<file path="src/rtl/mux4_rr_arbiter.sv">


module mux4_rr_arbiter #(
  parameter int HOLD_MAX = 8,
  parameter int CNT_W    = 4,
  parameter int RST_SEL  = 0
) (
  input  logic       clk_i,
  input  logic       rst_i,
  input  logic [3:0] req_i,
  output logic [3:0] gnt_o,
  output logic [1:0] sel_o,
  output logic       busy_o
);

  typedef enum logic {ST_IDLE = 1'b0, ST_OWN = 1'b1} state_e;

  state_e     state_q, state_d;
  logic [1:0] ptr_q, ptr_d;
  logic [1:0] sel_q, sel_d;
  logic [3:0] gnt_q, gnt_d;
  logic       busy_q, busy_d;
  logic [1:0] pick_s;
  logic       owner_req_s;
  logic       rotate_s;
  logic       grant_s;
  logic       release_s;

  // First requester found scanning upward from ptr+1; ptr itself is examined last.
  function automatic logic [1:0] rr_pick(input logic [1:0] ptr, input logic [3:0] req);
    logic [1:0] idx;
    rr_pick = ptr;
    for (int k = 4; k >= 1; k--) begin
      idx = ptr + 2'(k);
      if (req[idx]) begin
        rr_pick = idx;
      end else begin
        rr_pick = rr_pick;
      end
    end
  endfunction

  assign pick_s      = rr_pick(ptr_q, req_i);
  assign owner_req_s = req_i[ptr_q];

`ifdef MUX4_ARB_HOLD_LIMIT_EN
  logic [CNT_W-1:0] cnt_q, cnt_d;

  assign rotate_s = (cnt_q == CNT_W'(HOLD_MAX - 1)) && (|(req_i & ~gnt_q));

  // Hold counter: cleared on every grant, saturates at HOLD_MAX-1 while owned.
  always_comb begin
    cnt_d = cnt_q;
    if (grant_s) begin
      cnt_d = '0;
    end else if ((state_q == ST_OWN) && (cnt_q != CNT_W'(HOLD_MAX - 1))) begin
      cnt_d = cnt_q + CNT_W'(1);
    end else begin
      cnt_d = cnt_q;
    end
  end

  // Hold counter register.
  always_ff @(posedge clk_i or posedge rst_i) begin
    if (rst_i) begin
      cnt_q <= '0;
    end else begin
      cnt_q <= cnt_d;
    end
  end
`else
  logic unused_cfg_s;

  assign rotate_s     = 1'b0;
  assign unused_cfg_s = (HOLD_MAX >= 1) && (CNT_W >= 1);
`endif

  // Arbitration decision: new grant, release to idle, or hold.
  always_comb begin
    grant_s   = 1'b0;
    release_s = 1'b0;
    case (state_q)
      ST_IDLE: grant_s = |req_i;
      ST_OWN: begin
        if (owner_req_s && !rotate_s) begin
          grant_s = 1'b0;
        end else if (|req_i) begin
          grant_s = 1'b1;
        end else begin
          release_s = 1'b1;
        end
      end
      default: release_s = 1'b1;
    endcase
  end

  // Next-state values for the state, pointer and registered outputs.
  always_comb begin
    state_d = state_q;
    ptr_d   = ptr_q;
    sel_d   = sel_q;
    gnt_d   = gnt_q;
    busy_d  = busy_q;
    if (grant_s) begin
      state_d = ST_OWN;
      ptr_d   = pick_s;
      sel_d   = pick_s;
      gnt_d   = 4'b0001 << pick_s;
      busy_d  = 1'b1;
    end else if (release_s) begin
      state_d = ST_IDLE;
      gnt_d   = 4'b0000;
      busy_d  = 1'b0;
    end else begin
      state_d = state_q;
    end
  end

  // State and output registers; ptr resets to 3 so requester 0 is searched first.
  always_ff @(posedge clk_i or posedge rst_i) begin
    if (rst_i) begin
      state_q <= ST_IDLE;
      ptr_q   <= 2'd3;
      sel_q   <= 2'(RST_SEL);
      gnt_q   <= 4'b0000;
      busy_q  <= 1'b0;
    end else begin
      state_q <= state_d;
      ptr_q   <= ptr_d;
      sel_q   <= sel_d;
      gnt_q   <= gnt_d;
      busy_q  <= busy_d;
    end
  end

  assign gnt_o  = gnt_q;
  assign sel_o  = sel_q;
  assign busy_o = busy_q;

endmodule

</file>
<file path="config.mk">
export PLATFORM = sky130hd
export DESIGN_NAME = mux4_rr_arbiter
export DESIGN_NICKNAME = d
export VERILOG_FILES = /design/src/rtl/mux4_rr_arbiter.sv
export SDC_FILE = /design/constraint.sdc
export NUM_CORES = 1
export LEC_CHECK = 0
export CAP_MARGIN = 10
export CORE_AREA = 2 2 39 41
export CTS_CLUSTER_SIZE = 14
export DETAILED_ROUTE_END_ITERATION = 10
export DIE_AREA = 0 0 41 43
export GPL_TIMING_DRIVEN = 0
export HOLD_SLACK_MARGIN = 0.03
export PLACE_DENSITY_LB_ADDON = 0.1
export REMOVE_ABC_BUFFERS = 1
export SLEW_MARGIN = 20
export SYNTH_ARGS = -nofsm -noshare
export SYNTH_HDL_FRONTEND = slang
export SYNTH_SLANG_ARGS = --single-unit
</file>
<file path="constraint.sdc">
create_clock -name clk_i -period 1.8 [get_ports clk_i]
set_input_delay 0.45 -clock clk_i [delete_from_list [all_inputs] [get_ports clk_i]]
set_output_delay 0.45 -clock clk_i [all_outputs]
set_load 0.05 [all_outputs]
</file>
==> results of run 1 <==
[routing by layer]
layer / wire, µm / global-route usage (%) / vias up
li1: - / - / 200
met1: 441 / 16.7 / 197
met2: 461 / 20.3 / 7
met3: 44 / 7.85 / 2
met4: 16 / 6.00 / 0
met5: 0 / 0 / -
[worst register-to-register path: cells and delay by family (launching register included)]
family	cells	cell delay, ns
mux	1	0.35
flops	1	0.59
simple gates	1	0.28
compound gates	2	0.40
[repair_timing]
action / in CTS / in global routing
cloned: 0 / 0
gates resized for setup: 11 / 1
buffers inserted: 2 / 0
endpoints found under the setup margin: 11 / 2
pin swaps: 1 / 0
[cells by family (layout without fill, tap and decap cells)]
group,count (synthesis),count (layout),share of synthesized area [%]
mux,4,4,8.70
simple gates,14,14,17.9
flops,9,9,46.5
compound gates,15,15,25.3
buf+inv,2,20,1.54
[sequential cells by signal, indices dropped and copies added, names as in the netlist]
name and count:
gnt_o 4, ptr_q 2, sel_o 2, state_q 1
[layout make-up]
class / instances / area, µm² / share of cell area [%]
clock buffers: 4 / 26.3 / 3.98
well taps: 16 / 20.0 / 3.03
inverters: 2 / 7.51 / 1.14
flip-flops and latches: 9 / 228 / 34.5
repair buffers: 14 / 121 / 18.4
multi-input cells: 33 / 258 / 39.0
[per-stage QoR]
stage	total power, mW	util [%]	std cells
2_1_floorplan	0.889	-	44
3_3_place_gp	1.08	45.5	72
3_5_place_dp	1.09	45.5	72
4_1_cts	1.23	47.5	78
5_1_grt	1.31	47.7	78
6_report	1.22	47.7	78
[where the power goes]
group	leakage (nW)	internal (mW)	total (mW)	switching, mW
Sequential	0.106	0.303	0.367	0.0644
Clock	0.0150	0.0848	0.146	0.0613
Combinational	0.182	0.287	0.706	0.420
[synthesized netlist by cell type, drive strengths merged]
master	number	area (µm²)
dfrtp	7	175
nand2b	3	18.8
o21ai	3	15.0
a21o	2	15.0
a21oi	2	13.8
a22o	2	17.5
dfstp	2	52.6
inv	2	7.51
mux2	2	22.5
mux2i	2	20.0
nand2	2	7.51
nor2	2	7.51
nor2b	2	12.5
o31ai	2	15.0
nor3	1	5.00
nor3b	1	7.51
o211ai	1	7.51
o21a	1	7.51
o221ai	1	26.3
o22ai	1	6.26
or2	1	6.26
or3	1	11.3
or4	1	11.3
[path summary, 6_finish.rpt]
check	startpoint	to	slack [ns]	cells past startpoint
setup / recovery	ptr_q[0]	gnt_o[3]	0.08	4
hold / removal	rst_i	sel_o[1]	0.45	2
max in group asynchronous	rst_i	ptr_q[1]	1.06	2
hold reg to reg	sel_o[1]	sel_o[1]	0.47	1
min in group clk_i	sel_o[1]	sel_o[1]	0.47	1
setup reg to reg	ptr_q[0]	gnt_o[3]	0.08	4
==> metrics, run 1 <==
CP Buf/Inv Count 0; delay of the slowest cell on the worst path 0.59 ns; clock tree sinks 9; GPL Wtd Cong 0.783; worst setup margin 0.0778 ns; later-pin clock latency in the skew report 0.25 ns; Synthesis Warnings 0; most common cell after layout, fill and taps aside dlygate4sd2_1; initial core utilization 35.4%; status finished clean; pre-CTS setup slack -0.374 ns; WHS 0.453 ns; # rows 14; Pins Over Slew Limit 0; Ports 13; crit-path leading delay family flip-flops; Pre-antenna DRT Iters 4; Die Wd 41 µm; antenna violations before repair 0; slew margin rel. 67.5%; Hold Crit Class in2async; CP Cell Sequence mux2i_1, o22ai_1, or2_1, a22o_1; Post-CTS Hold Buffers 0; # diodes 0; max-cap violations 0; post-layout net count 69; LEAKAGE 0.303 nW; Post-Synthesis Cell Area 489 µm²; cells after synthesis 44; Area Overhead vs Synth 35.0%; overall global routing resource usage 14.1%; WP data required 1.94 ns; drt via density 5.21; Mapped Avg Cell Area 11.1 µm²; Sum Neg Setup Slack 0 ns; Crit path arrival time 1.86 ns; clk buf depth 2; die area 1760 µm²; number of port buffers 12; Routed wire per std cell 12.4 µm; post-route ant nets 0; CTS Buf Count 3; commonest cells after routing, fill and taps aside 11 x dlygate4sd2_1, 7 x dfrtp_1, 3 x o21ai_0, 3 x nand2b_1, 3 x clkbuf_4; H-tree depth 1; DP Area 629 µm²; Routed WL 964 µm; fillers 133; layout cells sized above 1 22.6%; Hold Vio Cnt, Final 0; CP max FO 6; CTS tree built; vias in the first global route 383; Critical-path top delay cell dfstp_2; core area 1380 µm²; fin crit period 1.72 ns; grt ovf 0; first-pass GRT wire length 1590 µm; die height 43 µm; Starting DRT DRC Count 6; vias after detailed routing 406; Setup CP Type reg2reg; fin area 661 µm²; Critical Path End Type flip-flop; unrepaired setup endpoints after global routing no; clock root cell clkbuf_4; largest net degree at the start of global routing 10; worst-case vdd ir drop 0.991 mV; sequential area share after synthesis 46.5%; endpoints failing setup 0; post-DP HPWL 764 µm; period utilization 95.7%; FMAX 581 MHz; #FFs+latches synth 9; Power Density 1850 nW/µm²; DRC 0; Netlist cell types 24; Setup Skew 0.000260 ns; Worst-path clk slew 0.05 ns; worst slew pin tran 0.489 ns; crit path launch type flip-flop
Note: power is estimated with default switching activity, not from simulation.
==> run 2, diff against run 1 <==
clock period = 2.2 ns   (was 1.8 ns; I/O delays follow)
==> run 2 against run 1 <==
Utilization shrank 0.36 points. Register-to-register slack gained 0.39 ns. First-iteration DRC count is the same. Critical path type is now in2reg. Highest routed layer unchanged. Via count shrank 2.2%. Setup slack gained 0.13 ns.
==> metrics, run 2 (synthesis gave the netlist of run 1 again) <==
Routed WL 938 µm; period utilization 90.5%; CP max FO 7; WP data required 2.34 ns; grt ovf 0; clk buf depth 2; Sum Neg Setup Slack 0 ns; WHS 0.475 ns; Pre-antenna DRT Iters 4; H-tree depth 1; Hold Vio Cnt, Final 0; Worst-path clk slew 0.05 ns; later-pin clock latency in the skew report 0.25 ns; unrepaired setup endpoints after global routing no; CP Cell Sequence clkdlybuf4s50_1, or4_4, o221ai_4, mux2_2; die height 43 µm; Ports 13; fin crit period 1.99 ns; setup bufs post-CTS 0; worst slew pin tran 0.494 ns; FMAX 502 MHz; Die Wd 41 µm; max-cap violations 0; DRC 0; post-layout net count 67; core area 1380 µm²; endpoints failing setup 0; post-route ant nets 0; most common cell after layout, fill and taps aside clkdlybuf4s50_1; overall global routing resource usage 13.7%; Hold Crit Class reg2reg; die area 1760 µm²; commonest cells after routing, fill and taps aside 12 x clkdlybuf4s50_1, 7 x dfrtp_1, 3 x o21ai_0, 3 x nand2b_1, 3 x clkbuf_4; post-DP HPWL 764 µm; CTS Buf Count 3; layout cells sized above 1 18.3%; crit path launch type input port; Setup Skew 0.000364 ns; antenna violations before repair 0; Starting DRT DRC Count 6; # diodes 0; delay of the slowest cell on the worst path 0.59 ns; Design Power 1.00 mW; vias after detailed routing 397; CTS resizes 0; Crit path arrival time 2.13 ns; slew margin rel. 67.0%; vias in the first global route 378; area of the multi-input gates 254 µm²; number of port buffers 12; Critical Path End Type flip-flop; Routed wire per std cell 12.3 µm; max FFs per register 4; drt via density 5.22; Critical-path top delay cell or4_4; # rows 14; worst setup margin 0.209 ns; pre-CTS setup slack -0.0743 ns; initial core utilization 35.4%; fillers 138; Power Density 1530 nW/µm²; largest net degree at the start of global routing 10; first-pass GRT wire length 1550 µm; status finished clean; register area 228 µm²; Setup CP Type in2reg; CTS tree built; clock root cell clkbuf_4; Post-CTS Hold Buffers 0; clock tree sinks 9; Area Overhead vs Synth 34.0%; LEAKAGE 0.274 nW; GPL Wtd Cong 0.783; worst-case vdd ir drop 0.848 mV; Pins Over Slew Limit 0
[run 2: cell count changes in the layout (fill, tap and decap cells not counted)]
cell             previous run  this run
buf_4                       2         0
dlygate4sd2_1              11         0
mux2i_2                     1         0
clkdlybuf4s50_1             1        12
mux2i_1                     1         2
[run 2: metal layers]
| metal | routed length (µm) | vias up | GRT usage (%) |
|---|---|---|---|
| met3 | 44 | 2 | 7.85 |
| li1 | - | 195 | - |
| met1 | 447 | 191 | 16.7 |
| met2 | 429 | 9 | 19.1 |
| met4 | 16 | 0 | 6.00 |
| met5 | 0 | - | 0 |
[run 2: through the flow]
step / cell area (µm²) / cells / util, %
finish: 656 / 76 / 47.4
global route: 656 / 76 / 47.4
CTS: 656 / 76 / 47.4
detailed placement: 629 / 72 / 45.5
global placement: 629 / 72 / 45.5
floorplan: 489 / 44 / -
[run 2: layout make-up]
| cell class | count | area share (%) |
|---|---|---|
| multi-input combinational | 33 | 38.7 |
| timing repair buffer | 12 | 18.3 |
| tap | 16 | 3.05 |
| clock buffer | 4 | 4.01 |
| sequential | 9 | 34.7 |
| inverter | 2 | 1.15 |
[run 2: where the power goes]
part	total (mW)	internal (mW)	switching [mW]
logic	0.578	0.241	0.337
registers	0.303	0.248	0.0547
clock network	0.120	0.0694	0.0502
[run 2: critical path: cells and delay by family]
family | cells | cell delay, ns
AO/OA/AOI/OAI | 1 | 0.14
buffers and inverters | 1 | 0.48
multiplexers | 1 | 0.37
AND/OR/NAND/NOR | 1 | 0.59
[run 2: worst paths after layout]
kind	cells after the start	start	slack [ns]	to
min in group asynchronous	2	rst_i	0.55	gnt_o[2]
min reg2reg	1	sel_o[1]	0.48	sel_o[1]
min	1	sel_o[1]	0.48	sel_o[1]
max reg2reg	4	ptr_q[0]	0.47	gnt_o[3]
max	4	req_i[3]	0.21	sel_o[0]
max in group asynchronous	2	rst_i	1.36	ptr_q[1]
